--- config.mk ---
export PLATFORM = sky130hd
export DESIGN_NAME = two_phase_clocked_responder
export DESIGN_NICKNAME = d
export VERILOG_FILES = /design/src/rtl/two_phase_pkg.sv /design/src/rtl/two_phase_sync.sv /design/src/rtl/two_phase_clocked_responder.sv
export SDC_FILE = /design/constraint.sdc
export NUM_CORES = 1
export LEC_CHECK = 0
export CAP_MARGIN = 30
export CORE_AREA = 3 3 75 49
export DETAILED_ROUTE_END_ITERATION = 10
export DIE_AREA = 0 0 78 52
export PLACE_DENSITY = 0.8
export REMOVE_ABC_BUFFERS = 1
export SLEW_MARGIN = 40
export SYNTH_ARGS = -nofsm -noshare
export SYNTH_HDL_FRONTEND = slang
export SYNTH_SLANG_ARGS = --single-unit
--- constraint.sdc ---
create_clock -name clk -period 2.6 [get_ports clk]
set_input_delay 0.52 -clock clk [delete_from_list [all_inputs] [get_ports clk]]
set_output_delay 0.52 -clock clk [all_outputs]
set_load 0.005 [all_outputs]
--- src/rtl/two_phase_pkg.sv ---
// ---------------------------------------------------------------------------
// two_phase_pkg
//   Shared definitions for the two-phase (transition-signalling) req/ack
//   blocks: the responder state type, the default parameter values and a
//   small helper that turns a req/ack level pair into an "event pending"
//   flag.
// ---------------------------------------------------------------------------
package two_phase_pkg;

    // Responder FSM. A single bit is enough; the encoding is fixed so that
    // waveform viewers and legacy decoders agree on IDLE = 0, BUSY = 1.
    typedef enum logic [0:0] {
        TP_IDLE = 1'b0,
        TP_BUSY = 1'b1
    } tp_resp_state_t;

    localparam int TP_SYNC_STAGES_DEF = 2;
    localparam int TP_LAT_W_DEF       = 8;
    localparam int TP_CNT_W_DEF       = 16;

    // In transition signalling an event is outstanding whenever the
    // request level differs from the acknowledge level.
    function automatic logic tp_pending(input logic req_lvl, input logic ack_lvl);
        return req_lvl ^ ack_lvl;
    endfunction

endpackage

--- src/rtl/two_phase_sync.sv ---
// ---------------------------------------------------------------------------
// two_phase_sync
//   Plain flop-chain synchroniser for a level (two-phase) signal crossing
//   into the clk domain. No logic between stages so the metastability
//   settling time of each stage is a full clock period.
//
// Ports
//   clk  in   sampling clock
//   rst  in   synchronous active-high reset, clears every stage to 0
//   d    in   asynchronous level input
//   q    out  synchronised level (last stage)
//
// STAGES must be at least 2.
// ---------------------------------------------------------------------------
module two_phase_sync #(
    parameter int STAGES = 2
) (
    input  logic clk,
    input  logic rst,
    input  logic d,
    output logic q
);

    logic [STAGES-1:0] chain;

    always_ff @(posedge clk) begin
        if (rst) begin
            chain <= '0;
        end else begin
            chain <= {chain[STAGES-2:0], d};
        end
    end

    assign q = chain[STAGES-1];

endmodule

--- src/rtl/two_phase_clocked_responder.sv ---
// ---------------------------------------------------------------------------
// two_phase_clocked_responder
//   Target side of a single-rail two-phase req/ack handshake. Each req
//   transition is synchronised into clk, held in service for `latency`
//   cycles (sampled when the event is accepted) and answered with exactly
//   one ack transition. Keeps a wrapping count of serviced events and a
//   sticky flag for req changing while an event is in service.
//
// Ports
//   clk          in   sole clock, rising edge
//   rst          in   synchronous active-high reset
//   req          in   two-phase request, asynchronous to clk
//   latency      in   [LAT_W]  service cycles per event
//   clr_err      in   synchronous clear of err (a new error wins)
//   ack          out  two-phase acknowledge, registered
//   busy         out  high while an event is in service
//   done         out  one-cycle pulse in the cycle ack shows its new value
//   event_count  out  [CNT_W]  serviced events modulo 2^CNT_W
//   err          out  sticky protocol-error flag
//
// Latency from the first edge that samples a new req level (E0):
//   E0+SYNC_STAGES            IDLE -> BUSY, cnt loaded
//   E0+SYNC_STAGES+latency+1  ack toggles, done pulses, back to IDLE
// ---------------------------------------------------------------------------
module two_phase_clocked_responder
    import two_phase_pkg::*;
#(
    parameter int SYNC_STAGES = TP_SYNC_STAGES_DEF,
    parameter int LAT_W       = TP_LAT_W_DEF,
    parameter int CNT_W       = TP_CNT_W_DEF
) (
    input  logic             clk,
    input  logic             rst,
    input  logic             req,
    input  logic [LAT_W-1:0] latency,
    input  logic             clr_err,
    output logic             ack,
    output logic             busy,
    output logic             done,
    output logic [CNT_W-1:0] event_count,
    output logic             err
);

    localparam logic [LAT_W-1:0] LAT_ONE = {{(LAT_W-1){1'b0}}, 1'b1};
    localparam logic [CNT_W-1:0] CNT_ONE = {{(CNT_W-1){1'b0}}, 1'b1};

    tp_resp_state_t   state;
    logic             req_s;
    logic             req_cap;
    logic [LAT_W-1:0] cnt;
    logic             pending;
    logic             err_set;

    // -----------------------------------------------------------------
    // Request synchroniser
    // -----------------------------------------------------------------
    two_phase_sync #(
        .STAGES (SYNC_STAGES)
    ) u_req_sync (
        .clk (clk),
        .rst (rst),
        .d   (req),
        .q   (req_s)
    );

    assign pending = tp_pending(req_s, ack);

    // Any movement of the synchronised request away from the level that
    // was captured on acceptance means the initiator issued another
    // transition before being acknowledged. The event in service still
    // completes; if req ends up toggled twice, pending is seen again on
    // return to IDLE and that second event is serviced normally.
    assign err_set = (state == TP_BUSY) && (req_s != req_cap);

    // -----------------------------------------------------------------
    // FSM, service counter, event counter, error flag
    // -----------------------------------------------------------------
    always_ff @(posedge clk) begin
        if (rst) begin
            state       <= TP_IDLE;
            cnt         <= '0;
            req_cap     <= 1'b0;
            ack         <= 1'b0;
            done        <= 1'b0;
            event_count <= '0;
            err         <= 1'b0;
        end else begin
            done <= 1'b0;
            // Set has priority over clear.
            err  <= err_set | (err & ~clr_err);

            case (state)
                TP_IDLE: begin
                    if (pending) begin
                        state   <= TP_BUSY;
                        cnt     <= latency;
                        req_cap <= req_s;
                    end
                end
                TP_BUSY: begin
                    if (cnt != '0) begin
                        cnt <= cnt - LAT_ONE;
                    end else begin
                        ack         <= ~ack;
                        done        <= 1'b1;
                        event_count <= event_count + CNT_ONE;
                        state       <= TP_IDLE;
                    end
                end
                default: begin
                    state <= TP_IDLE;
                end
            endcase
        end
    end

    // state is itself a flop, so busy carries no combinational input path.
    assign busy = (state == TP_BUSY);

endmodule

==> flow_metrics.py, run 1 <==
metrics = {
    "routing": {
        "wire_per_inst_um": 14.70,
        "post-route-drc-count": 0,
        "drtPass1Iterations": 4,
        "wl_um": 3705,
        "postRouteAntennaNets": 0,
        "via_per_inst": 5.798,
        "vias": 1461,
        "initialDrtViolationCount": 66,
    },
    "die": {
        "die_y_um": 52,
        "ioPinCount": 32,
        "start_util_pct": 48.24,
        "core-area_um2": 3123,
        "rows": 16,
        "fp.dieW_um": 78,
        "dieArea_um2": 4056,
    },
    "setup_path": {
        "cp_cell_sequence": "buf_4, clkdlybuf4s50_1",
        "reg2reg_depth": 7,
        "critPathRequiredTime_ns": 2.08,
        "max_stage_delay_ns": 0.56,
        "crit_fanout": 14,
        "cp_slowest_cell": "dfxtp_1",
        "critical_path_class": "reg -> out",
        "crit_arrival_ns": 1.64,
        "worstSetupEndpointType": "output port",
        "start_kind": "flop",
    },
    "place": {
        "dpl.cell_count": 246,
        "hpwl_um": 2592,
        "numPortBuffers": 31,
        "place.gp.congestion": 0.8614,
        "pre_cts_ws_ns": 0.4945,
    },
    "finish": {
        "utilization_pct": 62.30,
        "finalNonFillerCells": 252,
        "area_delta_synth_final_pct": 29.15,
        "drive_gt1_share_pct": 6.763,
        "antenna_cells": 0,
        "layout.nets": 222,
        "layout_common_cells": "dfxtp_1, clkdlybuf4s50_1, a21oi_1",
    },
    "min_path": {
        "worst_hold_path.num_cells": 1,
        "hold_class": "reg -> reg",
    },
    "sta": {
        "hold_ws_ns": 0.4505,
        "fmax_mhz": 463.4,
        "final.setup_skew_ns": 0.006905,
        "final.setup.worst_slack_ns": 0.4419,
        "tightest_slew_ns": 0.6315,
        "finalSetupTns_ns": 0,
        "period_minus_slack_ns": 2.158,
        "slew_violations": 0,
        "setup_viol": 0,
        "rsz0062_at_grt": "no",
        "max_slew_margin_pct": 57.58,
        "layout_worst_path_cycle_share_pct": 83.00,
        "hold_violations": 0,
    },
    "synthesis": {
        "synth_top_area_share_pct": 41.20,
        "syn_inst": 174,
        "synth.top_cells.by_area": "dfxtp_1, a21oi_1, xor2_1",
        "synth_area_leader_cell": "dfxtp_1",
        "syn_area_um2": 1506,
        "avgSynthCellArea_um2": 8.658,
        "ys_types": 38,
        "synth-seq-cells": 31,
        "seq_area_frac_synth_pct": 41.20,
        "yosys_warnings": 0,
    },
    "pwr": {
        "leakage_uw": 0.0006580,
        "ir_drop_uv": 392.7,
        "powerDensity_nw_per_um2": 783.0,
    },
    "clocking": {
        "postCtsSetupBuffers": 0,
        "cts_buffer_depth": 2,
        "cts_sinks": 31,
        "cts_tree": "done",
        "htreeDepth": 2,
        "root_buffer": "clkbuf_8",
        "ctsResizeCount": 0,
        "postCtsHoldBufs": 0,
        "clock_latency_ns": 0.28,
        "cts_buffers": 5,
        "clkTransAtPathRegs_ns": 0.06,
    },
    "global_route": {
        "grt_pass1_wl_um": 6265,
        "grt_overflow_total": 0,
        "grt.total_usage_pct": 20.01,
        "grt_max_degree": 32,
        "grt_pass1_vias": 1354,
        "antenna_found_initial": 0,
    },
    "run_status": {
        "status": "completed",
    },
    "run": {
        "drv_cap": 0,
    },
}
-- path summary, 6_finish.rpt --
path                                          start                  end  slack [ns]
worst max register to register               cnt[0]               cnt[7]        0.48
worst max-delay path                           busy                 busy        0.44
worst min-delay path            u_req_sync.chain[0]  u_req_sync.chain[1]        0.45
worst min register to register  u_req_sync.chain[0]  u_req_sync.chain[1]        0.45
-- flip-flops by register name (all words and copies together), names as in the netlist --
register,cells
done,1
req_cap,1
u_req_sync.chain,2
ack,1
err,1
busy,1
cnt,8
event_count,16
-- through the flow --
stage          power (uW)  area, um^2
2_1_floorplan       991.9        1478
3_3_place_gp         1150        1873
3_5_place_dp         1182        1873
4_1_cts              1530        1946
5_1_grt              1628        1946
6_report             1523        1946
-- logic make-up after synthesis --
group | count (synthesis) | share of synthesized area (%)
AND/OR/NAND/NOR | 70 | 28.16
AO/OA/AOI/OAI | 48 | 19.60
flip-flops | 31 | 41.20
buffers and inverters | 13 | 3.405
XOR/XNOR | 9 | 5.233
adder cells (fa/ha/maj) | 2 | 1.661
multiplexers | 1 | 0.7475
-- synthesized netlist by cell type (all sizes together) --
library cell / n
a211oi: 1
a21oi: 17
a2bb2oi: 1
a31oi: 1
a32oi: 1
and3: 2
and4: 2
buf: 1
clkbuf: 6
dfxtp: 31
ha: 2
inv: 6
mux2: 1
nand2: 11
nand2b: 2
nand3: 10
nand3b: 1
nand4: 5
nor2: 13
nor2b: 7
nor4: 4
nor4bb: 1
o211ai: 1
o21ai: 12
o22ai: 2
o2bb2ai: 1
o31a: 3
o31ai: 7
o41a: 1
or3: 2
or3b: 1
or4: 9
xnor2: 1
xor2: 8
-- worst max-delay path, delay by kind of cell (launching register included) --
| kind | cells | cell delay (ns) |
|---|---|---|
| buf+inv | 2 | 0.79 |
| flops | 1 | 0.56 |
-- metal layers --
layer / vias to the layer above / GRT usage [%] / part of all wire (%)
met3: 4 / 7.266 / 7.2
li1: 712 / - / -
met5: - / 0 / 0
met1: 689 / 24.68 / 46
met2: 56 / 32.10 / 46
met4: 0 / 7.849 / 1.3
-- area by class of cell --
type / instances / area, um^2
Inverter: 6 / 22.52
Sequential cell: 31 / 620.6
Timing Repair Buffer: 34 / 332.8
Multi-Input combinational cell: 130 / 840.8
Clock buffer: 6 / 72.57
Fill cell: 294 / 1177
Tap cell: 45 / 56.30
-- power breakdown --
group	internal (uW)	leakage [uW]	switching (uW)
Combinational	234	0.000369	300
Clock	178	0.0000371	165
Sequential	540	0.000252	106
(Power assumes the default switching activity.)
==> run 2, diff against run 1 <==
- CORE_AREA: 3 3 75 49 -> 3 3 79 51
- DIE_AREA: 0 0 78 52 -> 0 0 82 54
- PLACE_DENSITY: 0.8 -> 0.76
- clock period: 2.6 -> 1.95 ns (I/O delays scaled with it)
==> run 2 against run 1 <==
Against the previous run: count of clock-buffer cells in the layout did not move; critical path depth rose by 2; total power rose by 47%; via count rose by 1.0%; core utilization rose by 0.70 points; clock power rose by 50%; non-clock buffer count rose by 12; die area rose by 9.2%; final cell count rose by 5.2%; worst hold slack got worse by 0.0081 ns.
==> flow_metrics.py, run 2 (synthesized netlist as in run 1, its figures left out) <==
metrics = {
    "finish": {
        "layout_common_cells": "clkdlybuf4s50_1, dfxtp_1, a21oi_1",
        "largest_registers": "event_count x16, cnt x8, u_req_sync.chain x2",
        "area_delta_synth_final_pct": 37.29,
        "largest_reg_flops": 16,
        "antenna_cells": 0,
        "fin_area_um2": 2068,
        "layout.nets": 234,
        "utilization_pct": 63.00,
        "top_register": "event_count",
        "final_common_cell": "clkdlybuf4s50_1",
        "drive_gt1_share_pct": 13.18,
    },
    "die": {
        "core-area_um2": 3283,
        "dieArea_um2": 4428,
        "ioPinCount": 32,
        "rows": 16,
        "die_y_um": 54,
        "fp.dieW_um": 82,
        "start_util_pct": 45.88,
    },
    "routing": {
        "initialDrtViolationCount": 86,
        "drt-met1-wl_um": 1858,
        "dr_wl_met2_um": 1690,
        "wire_per_inst_um": 14.49,
        "vias": 1476,
        "top_layer": "met4",
        "postRouteAntennaNets": 0,
        "drtPass1Iterations": 4,
        "post-route-drc-count": 0,
        "via_per_inst": 5.570,
        "wl_met3_um": 264,
        "wl_um": 3839,
    },
    "clocking": {
        "cts_buffers": 5,
        "root_buffer": "clkbuf_8",
        "cts_sinks": 31,
        "clock_latency_ns": 0.28,
        "postCtsHoldBufs": 0,
        "clkTransAtPathRegs_ns": 0.07,
        "htreeDepth": 2,
        "cts_buffer_depth": 2,
        "cts_tree": "done",
    },
    "sta": {
        "final.setup.worst_slack_ns": 0.1064,
        "setup_viol": 0,
        "fmax_mhz": 542.4,
        "period_minus_slack_ns": 1.844,
        "finalSetupTns_ns": 0,
        "hold_violations": 0,
        "max_slew_margin_pct": 60.49,
        "rsz0062_at_grt": "no",
        "slew_violations": 0,
        "tightest_slew_ns": 0.5927,
        "layout_worst_path_cycle_share_pct": 94.54,
        "final.setup_skew_ns": 0.003291,
    },
    "setup_path": {
        "endpoint": "cnt[7]",
        "crit_start": "cnt[2]",
        "crit_fanout": 8,
        "reg2reg_from": "cnt[2]",
        "start_kind": "flop",
        "timing.reg2reg.setup_slack_ns": 0.11,
        "reg2reg_depth": 4,
        "worstSetupEndpointType": "flop",
        "critical_path_class": "reg -> reg",
        "r2r-end": "cnt[7]",
        "critPathRequiredTime_ns": 2.11,
        "crit_arrival_ns": 2.00,
    },
    "pwr": {
        "ir_drop_uv": 656.2,
        "power_uw": 2240,
        "leakage_uw": 0.0007307,
        "powerDensity_nw_per_um2": 1083,
    },
    "place": {
        "place.gp.congestion": 0.8639,
        "dpl_cell_area_um2": 1948,
        "pre_cts_ws_ns": 0.1107,
        "hpwl_um": 2599,
        "numPortBuffers": 31,
    },
    "global_route": {
        "antenna_found_initial": 0,
        "grt.total_usage_pct": 18.04,
        "grt_overflow_total": 0,
        "grt_pass1_vias": 1263,
        "grt_pass1_wl_um": 6078,
        "grt_max_degree": 32,
    },
    "min_path": {
        "hold_class": "reg -> reg",
    },
    "run": {
        "drv_cap": 0,
    },
    "run_status": {
        "status": "completed",
    },
}
run 2: worst min-delay path by stage:
stage	startpoint	end	cells past startpoint
global placement	u_req_sync.chain[0]	u_req_sync.chain[1]	1
detailed placement	u_req_sync.chain[0]	u_req_sync.chain[1]	1
global route	u_req_sync.chain[0]	u_req_sync.chain[1]	1
floorplan	u_req_sync.chain[0]	u_req_sync.chain[1]	1
CTS	u_req_sync.chain[0]	u_req_sync.chain[1]	1
finish	u_req_sync.chain[0]	u_req_sync.chain[1]	1
run 2: area by class of cell:
cell class                 instances  area [um^2]
clock buffer                       6        82.58
clock inverter                     1        5.005
fill                             283         1215
inverter                           6        22.52
multi-input combinational        130        849.6
sequential                        31        621.8
tap                               45        56.30
timing repair buffer              46        430.4
run 2: power by group:
part           switching (uW)  internal [uW]  total (uW)
combinational             461            421         882
sequential                122            721         844
clock                     238            277         515
total                     821           1420        2240
run 2: repair_timing:
action / CTS / global route
resized for setup: 0 / 3
setup endpoints to repair: 0 / 3
buffers inserted: 0 / 1
run 2: metrics by stage:
stage | instances | hold WS (ns)
6_report | 265 | 0.4424
5_1_grt | 265 | 0.4633
4_1_cts | 263 | 0.4474
3_5_place_dp | 256 | 0.4278
3_3_place_gp | 256 | 0.4266
2_1_floorplan | 167 | 0.4138
run 2: worst max-delay path, cell delays in order (launching register included):
cell     delay [ns]
dfxtp_1        0.39
or4_1          0.68
o41a_1         0.38
o21ai_0        0.19
a21oi_1        0.08
run 2: routing by layer:
metal	track usage, %	up-vias
met4	5.801	0
li1	-	740
met1	26.18	677
met5	0	-
met3	5.351	5
met2	25.20	54
==> run 3, diff against run 2 <==
- RECOVER_POWER: not set -> 100
==> run 3 against run 2 <==
Against the previous run: final cell count did not move; setup slack got worse by 0.0093 ns; largest cell class unchanged; highest routed layer unchanged; critical path depth down 2; total power decreased by 0.97%; design area fell by 0.36%; critical endpoint is now busy; largest power group unchanged.
==> flow_metrics.py, run 3 (synthesized netlist as in run 1, its figures left out) <==
metrics = {
    "routing": {
        "via_per_inst": 5.630,
        "wire_per_inst_um": 14.44,
        "postRouteAntennaNets": 0,
        "initialDrtViolationCount": 94,
        "post-route-drc-count": 0,
        "wl_um": 3827,
        "drtPass1Iterations": 4,
        "vias": 1492,
    },
    "pwr": {
        "swShare_pct": 36.83,
        "pwr-share-clk_pct": 23.1,
        "pwr-share-seq_pct": 38.0,
        "internal-power_uw": 1401,
        "leakage_uw": 0.0007925,
        "powerDensity_nw_per_um2": 1077,
        "switchingPower_uw": 817.2,
        "ir_drop_uv": 653.6,
        "p_comb_share_pct": 38.9,
    },
    "sta": {
        "final.setup.worst_slack_ns": 0.09712,
        "finalSetupTns_ns": 0,
        "tightest_slew_ns": 0.5750,
        "period_minus_slack_ns": 1.853,
        "fmax_mhz": 539.7,
        "setup_viol": 0,
        "final.setup_skew_ns": 0.003052,
        "hold_violations": 0,
        "layout_worst_path_cycle_share_pct": 95.02,
        "rsz0062_at_grt": "no",
        "max_slew_margin_pct": 61.67,
        "slew_violations": 0,
    },
    "global_route": {
        "grt.total_usage_pct": 18.04,
        "grt_overflow_total": 0,
        "grt_pass1_vias": 1263,
        "grt_max_degree": 32,
        "grt_pass1_wl_um": 6078,
        "antenna_found_initial": 0,
    },
    "setup_path": {
        "crit_fanout": 12,
        "critPathRequiredTime_ns": 1.56,
        "timing.reg2reg.setup_slack_ns": 0.11,
        "crit_arrival_ns": 1.46,
        "worstSetupEndpointType": "output port",
        "reg2reg_from": "cnt[2]",
        "r2r-end": "cnt[7]",
        "reg2reg_depth": 4,
        "critical_path_class": "reg -> out",
        "start_kind": "flop",
    },
    "finish": {
        "multi_input_area_um2": 849.6,
        "layout_common_cells": "dfxtp_1, dlygate4sd3_1, a21oi_1",
        "top_register": "event_count",
        "largest_reg_flops": 16,
        "area_delta_synth_final_pct": 36.79,
        "n_fill_cell": 285,
        "final_common_cell": "dfxtp_1",
        "drive_gt1_share_pct": 12.27,
        "layout.nets": 234,
        "seq_area_um2": 621.8,
        "antenna_cells": 0,
        "largest_registers": "event_count x16, cnt x8, u_req_sync.chain x2",
    },
    "min_path": {
        "worst_hold_path.num_cells": 1,
        "hold_path_startpoint": "u_req_sync.chain[0]",
        "hold_path_end": "u_req_sync.chain[1]",
        "hold_class": "reg -> reg",
    },
    "clocking": {
        "cts_sinks": 31,
        "cts_buffers": 5,
        "postCtsHoldBufs": 0,
        "htreeDepth": 2,
        "cts_tree": "done",
        "cts_buffer_depth": 2,
        "root_buffer": "clkbuf_8",
        "clkTransAtPathRegs_ns": 0.07,
        "clock_latency_ns": 0.28,
    },
    "place": {
        "pre_cts_ws_ns": 0.1107,
        "place.gp.congestion": 0.8639,
        "hpwl_um": 2599,
        "numPortBuffers": 31,
    },
    "die": {
        "die_y_um": 54,
        "dieArea_um2": 4428,
        "rows": 16,
        "fp.dieW_um": 82,
        "start_util_pct": 45.88,
        "ioPinCount": 32,
        "core-area_um2": 3283,
    },
    "run_status": {
        "status": "completed",
    },
    "run": {
        "drv_cap": 0,
    },
}
run 3: power groups by stage:
stage	Combinational [uW]	Clock, uW	Sequential, uW
after floorplan	471	0	851
after global routing	952	542	857
after detailed placement	820	0	847
final	863	513	843
after CTS	827	524	833
after global placement	797	0	840
run 3: worst max path at each step:
stage / from / end / cells after the start
floorplan: busy / event_count[11] / 4
global placement: cnt[1] / event_count[7] / 7
detailed placement: cnt[1] / event_count[7] / 7
CTS: cnt[1] / event_count[12] / 7
global route: cnt[0] / event_count[8] / 8
finish: busy / busy / 2
run 3: metrics by stage:
step	std cells	util, %	instance area [um^2]	total power, uW	hold WS (ns)
floorplan	167	-	1478	1323	0.4138
global placement	256	59.34	1948	1638	0.4266
detailed placement	256	59.34	1948	1667	0.4278
CTS	263	62.00	2036	2183	0.4474
global route	265	62.77	2061	2351	0.4633
finish	265	62.77	2061	2219	0.4423
run 3: layer usage:
layer	wire [um]	track usage (%)	up-vias
met3	251	5.351	5
li1	-	-	740
met2	1692	25.20	52
met5	0	0	-
met4	25	5.801	0
met1	1857	26.18	695
run 3: repair_timing:
action,CTS,global route
buffers inserted,0,1
setup endpoints to repair,0,3
resized for setup,0,3
run 3: area by class of cell:
class,count,area share (%)
clock buffers,6,4.007
multi-input cells,130,41.23
repair buffers,46,20.52
flip-flops and latches,31,30.18
well taps,45,2.732
clock inverters,1,0.2429
inverters,6,1.093
run 3: critical path, stage by stage (launching register included):
cell,delay [ns]
dfxtp_1,0.39
buf_2,0.26
clkdlybuf4s50_1,0.54
==> edit 1 (flow settings as in run 2) <==
Set the package constant `TP_CNT_W_DEF` to 12 (it was 16).
--- a/src/rtl/two_phase_pkg.sv
+++ b/src/rtl/two_phase_pkg.sv
@@ -18,3 +18,3 @@
     localparam int TP_LAT_W_DEF       = 8;
-    localparam int TP_CNT_W_DEF       = 16;
+    localparam int TP_CNT_W_DEF       = 12;
 
Interface: changed (resized event_count); port bits go from 32 to 28. The function was not compared with the original's and may differ.
==> edit 1 against run 2 <==
  * Total power fell by 8.6%
  * Setup slack got worse by 43 ps
  * Core utilization fell by 8.5 points
  * Design area fell by 13%
  * Routed wire length fell by 18%
  * Synthesized area fell by 14%
  * Via count fell by 14%
  * Sequential cell count fell by 4
  * Highest routed layer unchanged
==> edit 1: results <==
group,metric,value,unit
run_status,status,"completed",
final_layout,largestRegisters,"event_count (12), cnt (8), u_req_sync.chain (2)",
clocking,htreeDepth,1,
grt,groute.usage.overall,14.65,%
logic_synthesis,synth-compound-area-share,18.41,%
logic_synthesis,synth_cell_type_count,34,
clocking,cts.clk_slew.worst_paths,100,ps
logic_synthesis,yosys-mux-area-fraction,0.7752,%
drt,wl_per_cell,12.90,um
logic_synthesis,synthCells,157,
timing,skew,1.596,ps
placement,port_buffers,27,
critical_path,worstRegToRegCells,6,
critical_path,crit_path_max_incr_delay,490,ps
drt,drtIter0Drc,79,
drt,met3WireLength,171,um
final_layout,final_nets,213,
critical_path,critical_path_arrival,2100,ps
timing,slew_headroom,73.17,%
pwr,ir_drop,0.5508,mV
grt,use_met1,22.02,%
drt,wl_met1,1698,um
drt,wirelength,3135,um
timing,holdWs,451.0,ps
final_layout,drive_gt1_share,16.67,%
grt,grt_pass1_wl,4926,um
==> edit 1: changes by cell type in the layout (fill, tap and decap cells not counted), moves of 4 or more <==
cell and change:
nand3_1 -7, nor3_1 +6, o31ai_1 -4, xnor2_1 +5, or4_1 -6, dfxtp_1 -5, nor2_1 +5, xor2_1 -6
clkdlybuf4s50_1 -4
==> edit 1: repair_timing <==
action / in CTS / in global routing
setup buffers: 0 / 2
pin swaps: 1 / 4
resized for setup: 0 / 11
cloned: 0 / 1
setup endpoints to repair: 1 / 5
==> edit 1: power by group <==
part           leakage, nW  internal, mW  switching (mW)
combinational        0.358         0.473           0.506
sequential           0.220         0.649          0.0867
clock               0.0217         0.146           0.188
==> edit 1: area by class of cell <==
class | count | area (um2) | share of cell area, %
Clock buffer | 3 | 41.29 | 2.306
Clock inverter | 1 | 7.507 | 0.4193
Inverter | 6 | 22.52 | 1.258
Multi-Input combinational cell | 118 | 729.5 | 40.74
Sequential cell | 27 | 543.0 | 30.33
Tap cell | 45 | 56.30 | 3.145
Timing Repair Buffer | 43 | 390.4 | 21.80
==> edit 1: worst max path at each step <==
stage	slack [ps]	startpoint	endpoint	cells after the start
finish	60	cnt[1]	event_count[11]	6
global route	4	cnt[1]	event_count[11]	6
CTS	10	cnt[1]	event_count[11]	6
detailed placement	70	cnt[6]	event_count[11]	4
global placement	110	cnt[1]	event_count[11]	6
floorplan	-90	busy	event_count[11]	4
==> edit 1: through the flow <==
stage / worst slack, ps / cell area, um2 / TNS [ps]
CTS: 11.35 / 1737 / 0
global placement: 110.9 / 1688 / 0
global route: 4.359 / 1790 / 0
detailed placement: 67.68 / 1688 / 0
floorplan: -85.94 / 1256 / -103.2
finish: 63.75 / 1790 / 0
==> edit 2 (settings of run 2) <==
Made on the original files. Register the output `event_count` once more, without a reset; this adds one clock of latency there. The other outputs are not delayed to match.
--- a/src/rtl/two_phase_clocked_responder.sv
+++ b/src/rtl/two_phase_clocked_responder.sv
@@ -46,2 +46,4 @@
 
+    logic [CNT_W-1:0] event_count_s0;
+
     tp_resp_state_t   state;
@@ -84,3 +86,3 @@
             done        <= 1'b0;
-            event_count <= '0;
+            event_count_s0 <= '0;
             err         <= 1'b0;
@@ -105,3 +107,3 @@
                         done        <= 1'b1;
-                        event_count <= event_count + CNT_ONE;
+                        event_count_s0 <= event_count_s0 + CNT_ONE;
                         state       <= TP_IDLE;
@@ -119,2 +121,6 @@
 
+    always_ff @(posedge clk) begin
+        event_count <= event_count_s0;
+    end
+
 endmodule
Function: changed (Yosys sat finds a counterexample within 10 cycles, from zero or initial values and one cycle with rst high).
==> edit 2 against run 2 <==
  * Total power rose by 32%
  * Design area rose by 21%
  * Synthesized area rose by 18%
  * Final cell count rose by 11%
  * Hold slack got worse by 59 ps
  * Core utilization rose by 13 points
  * Setup slack got worse by 350 ps
  * Largest power group unchanged
  * Via count rose by 12%
  * Clock power rose by 20%
  * First-iteration DRC count rose by 17%
  * Routed wire length rose by 20%
  * Critical endpoint is now event_count_s0[12]
  * Sequential cell count rose by 16
  * Sequential power rose by 33%
  * The flow now finishes with violations (negative setup slack)
==> edit 2: results <==
group,metric,value,unit
final_layout,final-instance-count-excl-fill,293,
timing,skew,3.907,ps
placement,postPlaceCellArea,0.002278,mm2
timing,setup_viol,5,
drt,wl_met1,2045,um
final_layout,largestRegisters,"event_count (16), event_count_s0 (16), cnt (8)",
logic_synthesis,synthCells,191,
critical_path,critical_path_arrival,2420,ps
pwr,combPwrFrac,41.0,%
logic_synthesis,synth_area_leaders,"dfxtp_1, a21oi_1, nor2_1, o31ai_1, or4_1",
timing,setup_slack,-241.4,ps
critical_path,path_max_fanout,2,
grt,groute.usage.overall,22.80,%
pwr,power_leakage,0.8972,nW
grt,use_met1,28.70,%
final_layout,drive_gt1_share,21.77,%
drt,wl_met2,2176,um
grt,grt_use_met3,7.692,%
logic_synthesis,seq_area_frac_synth,52.77,%
placement,place_inst,281,
run_status,status,"complete, but fails checks",
placement,hpwl,3095,um
pwr,ir_drop,0.6613,mV
drt,met3WireLength,333,um
grt,grt_pass1_wl,7479,um
placement,gp_congestion,0.7968,
grt,gr-usage-met2,37.27,%
run_status,violations,"negative setup slack",
pwr,seq_power,1.12,mW
pwr,power.switching,0.9374,mW
logic_synthesis,synth_common_cells,"dfxtp_1, a21oi_1, nor2_1",
pwr,internal_power,2.010,mW
drt,drtIter0Drc,101,
[edit 2: changes by cell type after synthesis, moves of 3 or more]
cell            run 2  this run
nor2_1             13        19
xnor2_1             1         4
o21ai_0            12         9
a21oi_1            17        20
dfxtp_1            31        47
xor2_1              8         5
o31a_1              3         0
[edit 2: timing repair]
item	CTS	global route
endpoints found under the setup margin	7	17
gates resized for setup	14	9
setup buffers	2	2
pin swaps	10	2
hold buffers	0	0
[edit 2: per-stage QoR]
stage | setup TNS (ps) | worst slack [ps] | hold WS (ps)
6_report | -731.4 | -241.4 | 383.9
5_1_grt | -1575 | -271.0 | 400.6
4_1_cts | -570.9 | -247.4 | 375.1
3_5_place_dp | -1317 | -340.9 | 364.5
3_3_place_gp | -1103 | -284.5 | 362.8
2_1_floorplan | -2666 | -437.4 | 343.7
[edit 2: area by class of cell]
type                       count  area [um2]
fill                         229       779.5
multi-input combinational    129       872.1
sequential                    47       943.4
tap                           45       56.30
clock buffer                   8       100.1
inverter                       8       30.03
timing repair buffer          56       501.7
[edit 2: final timing paths]
| path | from | to | slack [ps] | cells after the start |
|---|---|---|---|---|
| setup / recovery | cnt[1] | event_count_s0[12] | -240 | 7 |
| hold / removal | event_count_s0[12] | event_count[12] | 380 | 0 |
| setup reg to reg | cnt[1] | event_count_s0[12] | -240 | 7 |
| hold reg to reg | event_count_s0[12] | event_count[12] | 380 | 0 |
[edit 2: cell families after synthesis]
logic type / share of synthesized area (%)
buffers and inverters: 3.298
muxes: 0.5614
AOI/OAI and AO/OA: 15.72
adders and majority gates: 1.403
DFF: 52.77
and+or+nand+nor: 21.83
xor gates and xnor gates: 4.421
[edit 2: critical path, stage by stage (launching register included)]
cell and delay, ps:
dfxtp_2 330, inv_2 60, ha_4 120, or4b_4 460, buf_6 130, or3_4 360
or4_4 520, a21oi_2 150
